===== config.mk =====
export PLATFORM = sky130hd
export DESIGN_NAME = tape_player_ctrl_flat
export DESIGN_NICKNAME = d
export VERILOG_FILES = /design/src/rtl/tape_player_ctrl_if.sv /design/src/rtl/tape_player_ctrl.sv /design/src/flat_wrapper.sv
export SDC_FILE = /design/constraint.sdc
export NUM_CORES = 1
export LEC_CHECK = 0
export CORE_MARGIN = 3
export CORE_UTILIZATION = 56
export CTS_CLUSTER_SIZE = 16
export DETAILED_ROUTE_END_ITERATION = 7
export PLACE_DENSITY = 0.94
export SYNTH_ARGS = -nofsm -noshare
export SYNTH_HDL_FRONTEND = slang
export SYNTH_SLANG_ARGS = --single-unit

===== constraint.sdc =====
create_clock -name clock -period 4.8 [get_ports clock]
set_input_delay 0.48 -clock clock [delete_from_list [all_inputs] [get_ports clock]]
set_output_delay 0.48 -clock clock [all_outputs]
set_load 0.02 [all_outputs]

===== src/rtl/tape_player_ctrl_if.sv =====
// Tape player bus bundle: CPU port $FF access, tape RAM read port, status.
// master drives the CPU/RAM side; slave is the controller.
interface tape_player_ctrl_if #(
  parameter int AW = 17
);
  logic          ce;
  logic          load;
  logic          play;
  logic [AW-1:0] img_len;
  logic          pff_wr;
  logic          pff_rd;
  logic [2:0]    pff_d;
  logic [AW-1:0] ram_a;
  logic [7:0]    ram_q;
  logic          latch;
  logic          bit_val;
  logic          motor;
  logic          done;
  logic [7:0]    audio_mon;

  modport master (
    output ce, load, play, img_len,
    output pff_wr, pff_rd, pff_d, ram_q,
    input  ram_a, latch, bit_val,
    input  motor, done, audio_mon
  );

  modport slave (
    input  ce, load, play, img_len,
    input  pff_wr, pff_rd, pff_d, ram_q,
    output ram_a, latch, bit_val,
    output motor, done, audio_mon
  );
endinterface


===== src/rtl/tape_player_ctrl.sv =====
// Cassette playback sequencer: walks the .CAS image MSB first into the
// port $FF latch. Define TAPE_MONITOR_EN to enable the audio monitor tone.
module tape_player_ctrl #(
  parameter int AW       = 17,
  parameter int CYC_SYNC = 512,
  parameter int CYC_DATA = 1791,
  parameter int CYC_HOLD = 512,
  parameter int CYC_BIT  = 3584
) (
  input  logic               clock,
  input  logic               reset,
  tape_player_ctrl_if.slave  bus
);

  localparam int CW = $clog2(CYC_BIT);
  localparam logic [CW-1:0] C_SYNC = CW'(CYC_SYNC);
  localparam logic [CW-1:0] C_DATA = CW'(CYC_DATA);
  localparam logic [CW-1:0] C_HEND = CW'(CYC_DATA + CYC_HOLD);
  localparam logic [CW-1:0] C_LAST = CW'(CYC_BIT - 1);

  typedef enum logic [1:0] {
    S_IDLE,
    S_ARMED,
    S_RUN,
    S_DONE
  } state_t;

  state_t        r_state;
  logic [AW-1:0] r_ram_a;
  logic [2:0]    r_ptr;
  logic [CW-1:0] r_cyc;
  logic          r_latch;
  logic          r_bit;
  logic          r_motor;
  logic          r_done;
  logic          r_play_q;
  logic          r_end;

  logic          w_off;
  logic          w_arm;
  logic          w_play;
  logic          w_empty;
  logic          w_lset;
  logic [AW-1:0] w_ram_inc;

  assign w_off   = bus.pff_wr & ~bus.pff_d[2];
  assign w_arm   = bus.pff_wr & bus.pff_d[2] & ~r_motor;
  assign w_play  = bus.play & ~r_play_q;
  assign w_empty = (bus.img_len == '0);

  // Sync pulse at the start of every cell, data pulse only for '1' bits
  assign w_lset = (r_state == S_RUN) &&
                  ((r_cyc < C_SYNC) ||
                   ((r_cyc > C_DATA) && (r_cyc <= C_HEND) && r_bit));

  assign w_ram_inc = (r_ram_a == bus.img_len) ? r_ram_a
                                              : r_ram_a + AW'(1);

  always_ff @(posedge clock) begin
    if (!reset || bus.load) begin
      r_state  <= S_IDLE;
      r_ram_a  <= '0;
      r_ptr    <= 3'd7;
      r_cyc    <= '0;
      r_latch  <= 1'b0;
      r_bit    <= 1'b0;
      r_motor  <= 1'b0;
      r_done   <= 1'b0;
      r_play_q <= 1'b0;
      r_end    <= 1'b0;
    end else if (bus.ce) begin
      r_play_q <= bus.play;
      if (bus.pff_wr) r_motor <= bus.pff_d[2];
      if (w_lset)
        r_latch <= 1'b1;
      else if (bus.pff_wr)
        r_latch <= 1'b0;

      unique case (r_state)
        S_IDLE, S_DONE: begin
          if (w_off) begin
            r_state <= S_IDLE;
            r_done  <= 1'b0;
          end else if (r_state == S_IDLE && w_arm) begin
            r_ram_a <= '0;
            r_ptr   <= 3'd7;
            r_state <= w_empty ? S_DONE : S_ARMED;
            r_done  <= w_empty;
          end else if (w_play) begin
            r_ram_a <= '0;
            r_ptr   <= 3'd7;
            r_cyc   <= '0;
            r_end   <= 1'b0;
            r_state <= w_empty ? S_DONE : S_RUN;
            r_done  <= w_empty;
          end
        end
        S_ARMED: begin
          if (w_off) begin
            r_state <= S_IDLE;
          end else if (bus.pff_rd) begin
            r_cyc   <= '0;
            r_end   <= 1'b0;
            r_state <= w_empty ? S_DONE : S_RUN;
            r_done  <= w_empty;
          end
        end
        S_RUN: begin
          if (w_off) begin
            r_state <= S_IDLE;
          end else begin
            if (r_cyc == C_DATA) begin
              r_bit <= bus.ram_q[r_ptr];
              if (r_ptr == 3'd0) begin
                r_ptr   <= 3'd7;
                r_ram_a <= w_ram_inc;
                if (w_ram_inc == bus.img_len) r_end <= 1'b1;
              end else begin
                r_ptr <= r_ptr - 3'd1;
              end
            end
            // Image end takes effect only at the cell boundary
            if (r_cyc == C_LAST) begin
              r_cyc <= '0;
              if (r_end) begin
                r_state <= S_DONE;
                r_done  <= 1'b1;
              end
            end else begin
              r_cyc <= r_cyc + CW'(1);
            end
          end
        end
        default: r_state <= S_IDLE;
      endcase
    end
  end

  assign bus.ram_a   = r_ram_a;
  assign bus.latch   = r_latch;
  assign bus.bit_val = r_bit;
  assign bus.motor   = r_motor;
  assign bus.done    = r_done;

`ifdef TAPE_MONITOR_EN
  assign bus.audio_mon = (r_latch && r_state == S_RUN) ? 8'h40 : 8'h00;
`else
  assign bus.audio_mon = 8'h00;
`endif

endmodule


===== src/flat_wrapper.sv =====
// flat-port wrapper written by rule: the top's interface ports become plain ports
module tape_player_ctrl_flat 
#(
  parameter int AW       = 17,
  parameter int CYC_SYNC = 512,
  parameter int CYC_DATA = 1791,
  parameter int CYC_HOLD = 512,
  parameter int CYC_BIT  = 3584
)
  (clock, reset, bus_ce, bus_load, bus_play, bus_img_len, bus_pff_wr, bus_pff_rd, bus_pff_d, bus_ram_q, bus_ram_a, bus_latch, bus_bit_val, bus_motor, bus_done, bus_audio_mon);
  tape_player_ctrl_if #(.AW(AW)) bus_i ();
  input  logic clock;
  input  logic reset;
  input wire logic [$bits(bus_i.ce)-1:0] bus_ce;
  input wire logic [$bits(bus_i.load)-1:0] bus_load;
  input wire logic [$bits(bus_i.play)-1:0] bus_play;
  input wire logic [$bits(bus_i.img_len)-1:0] bus_img_len;
  input wire logic [$bits(bus_i.pff_wr)-1:0] bus_pff_wr;
  input wire logic [$bits(bus_i.pff_rd)-1:0] bus_pff_rd;
  input wire logic [$bits(bus_i.pff_d)-1:0] bus_pff_d;
  input wire logic [$bits(bus_i.ram_q)-1:0] bus_ram_q;
  output wire logic [$bits(bus_i.ram_a)-1:0] bus_ram_a;
  output wire logic [$bits(bus_i.latch)-1:0] bus_latch;
  output wire logic [$bits(bus_i.bit_val)-1:0] bus_bit_val;
  output wire logic [$bits(bus_i.motor)-1:0] bus_motor;
  output wire logic [$bits(bus_i.done)-1:0] bus_done;
  output wire logic [$bits(bus_i.audio_mon)-1:0] bus_audio_mon;
  assign bus_i.ce = bus_ce;
  assign bus_i.load = bus_load;
  assign bus_i.play = bus_play;
  assign bus_i.img_len = bus_img_len;
  assign bus_i.pff_wr = bus_pff_wr;
  assign bus_i.pff_rd = bus_pff_rd;
  assign bus_i.pff_d = bus_pff_d;
  assign bus_i.ram_q = bus_ram_q;
  assign bus_ram_a = bus_i.ram_a;
  assign bus_latch = bus_i.latch;
  assign bus_bit_val = bus_i.bit_val;
  assign bus_motor = bus_i.motor;
  assign bus_done = bus_i.done;
  assign bus_audio_mon = bus_i.audio_mon;
  tape_player_ctrl #(.AW(AW), .CYC_SYNC(CYC_SYNC), .CYC_DATA(CYC_DATA), .CYC_HOLD(CYC_HOLD), .CYC_BIT(CYC_BIT)) u_core (.clock(clock), .reset(reset), .bus(bus_i));
endmodule

Word level (Yosys, flattened, before mapping) --
Index checks and enable logic that the tools add are counted. Widths: inputs -> output; s select.
Cells by class: add/subtract/negate cells 3, multiply operators 0, divide/modulo/power cells 0, $lt $le $gt $ge 4, equality and inequality tests 23, shifts and indexed selects 0, mux-type cells 57, bitwise gates (word level) 8, reduce and logical (&&, ||, !) cells 22
Operator list (count):
- $mux 17 | 7
- $mux 12 | 7
- $pmux 12 s3 | 1
- $eq 17x17->1 | 2
- $pmux 17 s2 | 1
- $mux 1 | 21
- $reduce_and 7->1 | 3
- $mux 2 | 9
- $mux 3 | 6
- $ne 2x2->1 const B | 9
- $add 17x1->17 const B | 1
- $logic_not 17->1 | 1
- $add 12x1->12 const B | 1
- $eq 12x11->1 const B | 1
- $eq 12x12->1 const B | 1
- $gt 12x11->1 const B | 1
- $le 12x12->1 const B | 1
- $lt 12x10->1 const B | 1
- $reduce_and 10->1 | 1
- $ne 3x1->1 const B | 2
- $ne 3x2->1 const B | 2
- $pmux 1 s3 | 2
- $pmux 2 s3 | 1
- $pmux 3 s2 | 1
- 20 further kinds | 34
Storage, ports and cells: flip-flop bits (word level) 40, bits in latches 0, bits in writable memories 0, ROM bits 0, input bits 35, logic and storage cells 127, memories kept 0

Logic depth before layout (Yosys ltp) --
word-level depth 8, gate-level depth with buffers 10, mapped depth without buffers 9

Worst setup path after synthesis --
No wires, ideal clock.
path type reg-to-reg, start point reg u_core.r_ram_a[0] (netlist: u_core.bus.ram_a[0]), end point reg u_core.r_end, library setup time 0.084 ns, arrival 2.380 ns, data required time 4.716 ns, path slack 2.335 ns, stages on the path, launching flop included 10, buffers on the path 1, clock period less this slack 2.465 ns, cells stage by stage dfxtp_1 -> ha_1 -> buf_2 -> nand4_1 -> nor4_1 -> and3_1 -> o22ai_1 -> nor4_1 -> nand4_1 -> o31ai_2
On the way: cells in the longest elaborated chain, start to end 5, elaborated cells on any way between the ends 6, those cells by class add/sub (1); eq/ne (3); mux (1); reduce/logical (1)
Ends and longest elaborated chain:
- start: declaration | RTL line tape_player_ctrl.sv:29 | logic [AW-1:0] r_ram_a;
- start signal: assignment | RTL line tape_player_ctrl.sv:116 | r_ram_a <= w_ram_inc;
- $add 17x1->17 / $eq 17x17->1 (equally long branches) | RTL line tape_player_ctrl.sv:57, tape_player_ctrl.sv:56
- $mux 17 * | RTL line tape_player_ctrl.sv:56 | assign w_ram_inc = (r_ram_a == bus.img_len) ? r_ram_a
- $eq 17x17->1 * | RTL line tape_player_ctrl.sv:117 | if (w_ram_inc == bus.img_len) r_end <= 1'b1;
- $ne 2x2->1 (no line) *
- $reduce_and 10->1 (no line) *
- end signal: assignment | RTL line tape_player_ctrl.sv:70 | r_end <= 1'b0;
- end signal: assignment | RTL line tape_player_ctrl.sv:93 | r_end <= 1'b0;
- end signal: assignment | RTL line tape_player_ctrl.sv:117
- end: declaration | RTL line tape_player_ctrl.sv:37 | logic r_end;
Mark *: on every way between the ends. The rest lies on a longest branch, timed or not. A chain may end at the register's enable or synchronous reset.

Final worst setup path --
start point reg u_core.r_state[0], end point reg u_core.r_ram_a[4] (netlist: u_core.bus.ram_a[4])
On the way: cells in the longest elaborated chain, start to end 5, elaborated cells on any way between the ends 15, those cells by class eq/ne (7); mux (3); reduce/logical (5)
Ends and longest elaborated chain:
- start: declaration | RTL line tape_player_ctrl.sv:28 | state_t r_state;
- start signal: assignment | RTL line tape_player_ctrl.sv:87 | r_state <= w_empty ? S_DONE : S_ARMED;
- start signal: assignment | RTL line tape_player_ctrl.sv:94 | r_state <= w_empty ? S_DONE : S_RUN;
- start signal: assignment | RTL line tape_player_ctrl.sv:104 | r_state <= w_empty ? S_DONE : S_RUN;
- parallel branches: the longest is 5 deep, another holds $reduce_and 7->1
Parallel ways; which one is timed is not known. The select of a mux whose other input is x is not followed.

==> metrics.md <==
| Metric | Value |
|---|---|
| Outcome | finished clean |
| Largest net degree at the start of global routing | 31 |
| EDFF count, synth | 0 |
| MaxCap Viol Count | 0 |
| Mux cell area share after synthesis | between 3 and 4% |
| Post-Synth Adder-Cell Area | 3.33% |
| Worst-path fanout max | 30 |
| RSZ-0062 raised after global routing | false |
| Metal2 WL | 3840 um |
| Diodes inserted | 0 |
| HPWL after DPL | 5910 um |
| RR Startpoint | u_core.r_state[0] |
| Largest family of logic cells by synthesized area | simple AND/OR/NAND/NOR gates |
| CTS Hold Bufs | 0 |
| Simple-Gate Fraction of Synth Area | about a quarter |
| Headroom to the max-slew limit | around a quarter |
| Synth async-reset ratio | 0% |
| Minimum clock period | between 3 and 4 ns |
| CTS Buf Count | 5 |
| Hold crit path type | reg2reg |
| Avg Cell Area, Syn | slightly below 8 um2 |
| Starting DRT DRC Count | 439 |
| H-tree levels | 2 |
| WL final | 8150 um |
| Drc violations | 0 |
| DR WL met3 | 719 um |
| Leakage | 1.10 nW |
| Starting Density | 58.5% |
| Total Power | 0.708 mW |
| R2R setup slack | approximately 1.5 ns |
| Avg WL per Cell | roughly 17 um |
| Clk_skew | 0.00616 ns |
| Drt first pass iters | 6 |
| Hold path depth | 2 |
| Via Count | between 3000 and 4000 |
| Initial antenna violation count | 0 |
| Gate Count Post-Synth | between 300 and 400 |
| Row cnt | 26 |
| Worst r2r dst | u_core.bus.ram_a[4] |
| Worst Setup End Kind | flip-flop |
| Period Utilization, post-route | a little under 70% |
| Hold Startpoint | u_core.bus.latch |
| Synth cell types | 72 |
| GRT Residual Overflow | 0 |
| Max Freq | 0.307 GHz |
| Post-synth top flop | dfxtp_1 |
| CTS tree | built |
| Cell Pwr Density | 198 mW/mm2 |
| Synth Area in XOR/XNOR | under 10% |
| Global-route wire length before repair | 13200 um |
| Clk buf depth | 2 |
| Vias/cell | 6.52 |
| CP arrival | 3.48 ns |
| Worst Reg-to-Reg Cells | 7 |
| Io pins | 64 |
| Num Clock Sinks | 40 |
| Total Routing Usage GR | 25.9% |
| Final Hold Viols | 0 |
| M1 wire length | 3360 um |
| Final setup viols | 0 |
| Sequential share of the synthesized area | approximately a quarter |
| Setup_tns | 0 ns |
| Die area | 0.00629 mm2 |
| Vias in the first global route | 2822 |
| CORE AREA | 0.00514 mm2 |
| Slew Viols, Final | 0 |
| Fin nets | 460 |
| Post CTS Setup Buffer Count | 0 |
| Hold EP | u_core.bus.latch |
| PortBufs | 53 |
| Proportion of layout cells with a drive suffix above 1 | 7.18% |
| Layout overhead on the synthesized area | 19.0% |
| Post-synthesis register bit count | 40 |
| Crit start category | flip-flop |
| CTS clk-pin slew, worst paths | 0.09 ns |
| Clk root buf | clkbuf_8 |
| Clock latency at the later pin of the worst-skew pair | 0.30 ns |
| CP Class | reg2reg |
| Compound-Gate Fraction of Synth Area | 22.2% |
| Synth Warn # | 0 |
| RePlAce Congestion | approximately 1.0 |
| VDD IR-drop max | 0.000146 V |
| Critical Path RT | 5.02 ns |
| Top Metal Used | met4 |
| Die Width | 79.3 um |
| Die height | 79.3 um |
| Fillers | slightly above 400 |
| Final ANT Viol Nets | 0 |
| Mapped Area | 0.00301 mm2 |
| # resized after CTS | 0 |
| Slew @ Worst Pin | 1.15 ns |
[sequential cells by signal, summed over array words and instances (netlist names)]
register,flops
u_core.bus.motor,1
u_core.bus.ram_a,17
u_core.r_state,2
u_core.r_cyc,12
u_core.bus.done,1
u_core.bus.bit_val,1
u_core.r_play_q,1
u_core.r_end,1
u_core.bus.latch,1
u_core.r_ptr,3
[area by class of cell]
cell class / instances / area (um2) / area share, %
multi-input combinational: 301 / 2000 / 55.8
sequential: 40 / 801 / 22.4
timing repair buffer: 55 / 546 / 15.2
tap: 70 / 87.6 / 2.45
clock buffer: 6 / 82.6 / 2.31
inverter: 14 / 52.6 / 1.47
clock inverter: 2 / 15.0 / 0.419
[report_power, final]
group	switching [mW]	internal, mW	leakage, nW
sequential	0.00167	0.333	0.323
clock	0.134	0.117	0.0434
combinational	0.0679	0.0549	0.737
[worst max-delay path by stage]
| stage | cells after the start | endpoint | startpoint |
|---|---|---|---|
| after floorplan | 9 | u_core.r_end | u_core.bus.ram_a[0] |
| after global placement | 8 | u_core.bus.ram_a[9] | bus_img_len[10] |
| after detailed placement | 8 | u_core.bus.ram_a[9] | bus_img_len[10] |
| after CTS | 7 | u_core.bus.ram_a[4] | u_core.r_state[0] |
| after global routing | 7 | u_core.bus.ram_a[4] | u_core.r_state[0] |
| final | 7 | u_core.bus.ram_a[4] | u_core.r_state[0] |
[synthesized netlist by cell type (all sizes together) (5+ instances only)]
cell | n | area share [%]
inv | 14 | 1.7
nand4 | 12 | 2.5
nand2 | 33 | 4.2
xor2 | 10 | 2.9
a211oi | 7 | 1.7
dfxtp | 40 | 27
nor2 | 36 | 4.8
buf | 24 | 5.2
nand2b | 6 | 1.2
a21oi | 20 | 3.5
nor2b | 5 | 1.0
o31ai | 6 | 1.7
nor3 | 15 | 2.8
xnor2 | 24 | 7.0
a311oi | 12 | 3.7
nand3 | 14 | 2.5
o21ai | 18 | 3.0
nor4 | 8 | 1.7
ha | 8 | 3.3
clkbuf | 7 | 0.91
[worst max-delay path, stage by stage, from the launching register on]
cell	delay, ns
dfxtp_1	0.35
inv_1	0.09
ha_1	0.92
nand3_1	0.28
or4_4	0.55
nor2_2	0.47
a41oi_1	0.21
a311oi_1	0.29
[stage by stage]
step	cell area, um2	setup slack [ns]	hold slack [ns]	cells	util, %
global route	3580	1.36	0.533	488	69.7
floorplan	3040	2.34	0.461	386	-
global placement	3480	1.59	0.473	480	67.8
finish	3580	1.54	0.508	488	69.7
detailed placement	3480	1.52	0.485	480	67.8
CTS	3580	1.61	0.503	488	69.7
[routing by layer]
metal,vias to the layer above,GRT usage [%]
li1,1451,-
met2,205,42.3
met3,28,4.54
met1,1496,34.7
met5,-,0
met4,0,8.59
[placed cells by master (no fill, tap or decap), types with 10 or more instances in the layout]
cell type	count
a21oi_1	19
nand3_1	13
xor2_1	10
nor2_1	34
o21ai_0	11
clkdlybuf4s50_1	53
nor3_1	13
xnor2_1	24
nand2_1	32
dfxtp_1	40
a311oi_1	11
nand4_1	12
inv_1	14
[cell families (layout without fill, tap and decap cells)]
logic type | count (synthesis) | count (layout)
other | 1 | 8
muxes | 7 | 7
and+or+nand+nor | 152 | 152
adders and majority gates | 8 | 8
xor gates and xnor gates | 34 | 34
AOI/OAI and AO/OA | 92 | 92
buffers and inverters | 45 | 77
DFF | 40 | 40
No activity file was read; power rests on OpenSTA's default activity.
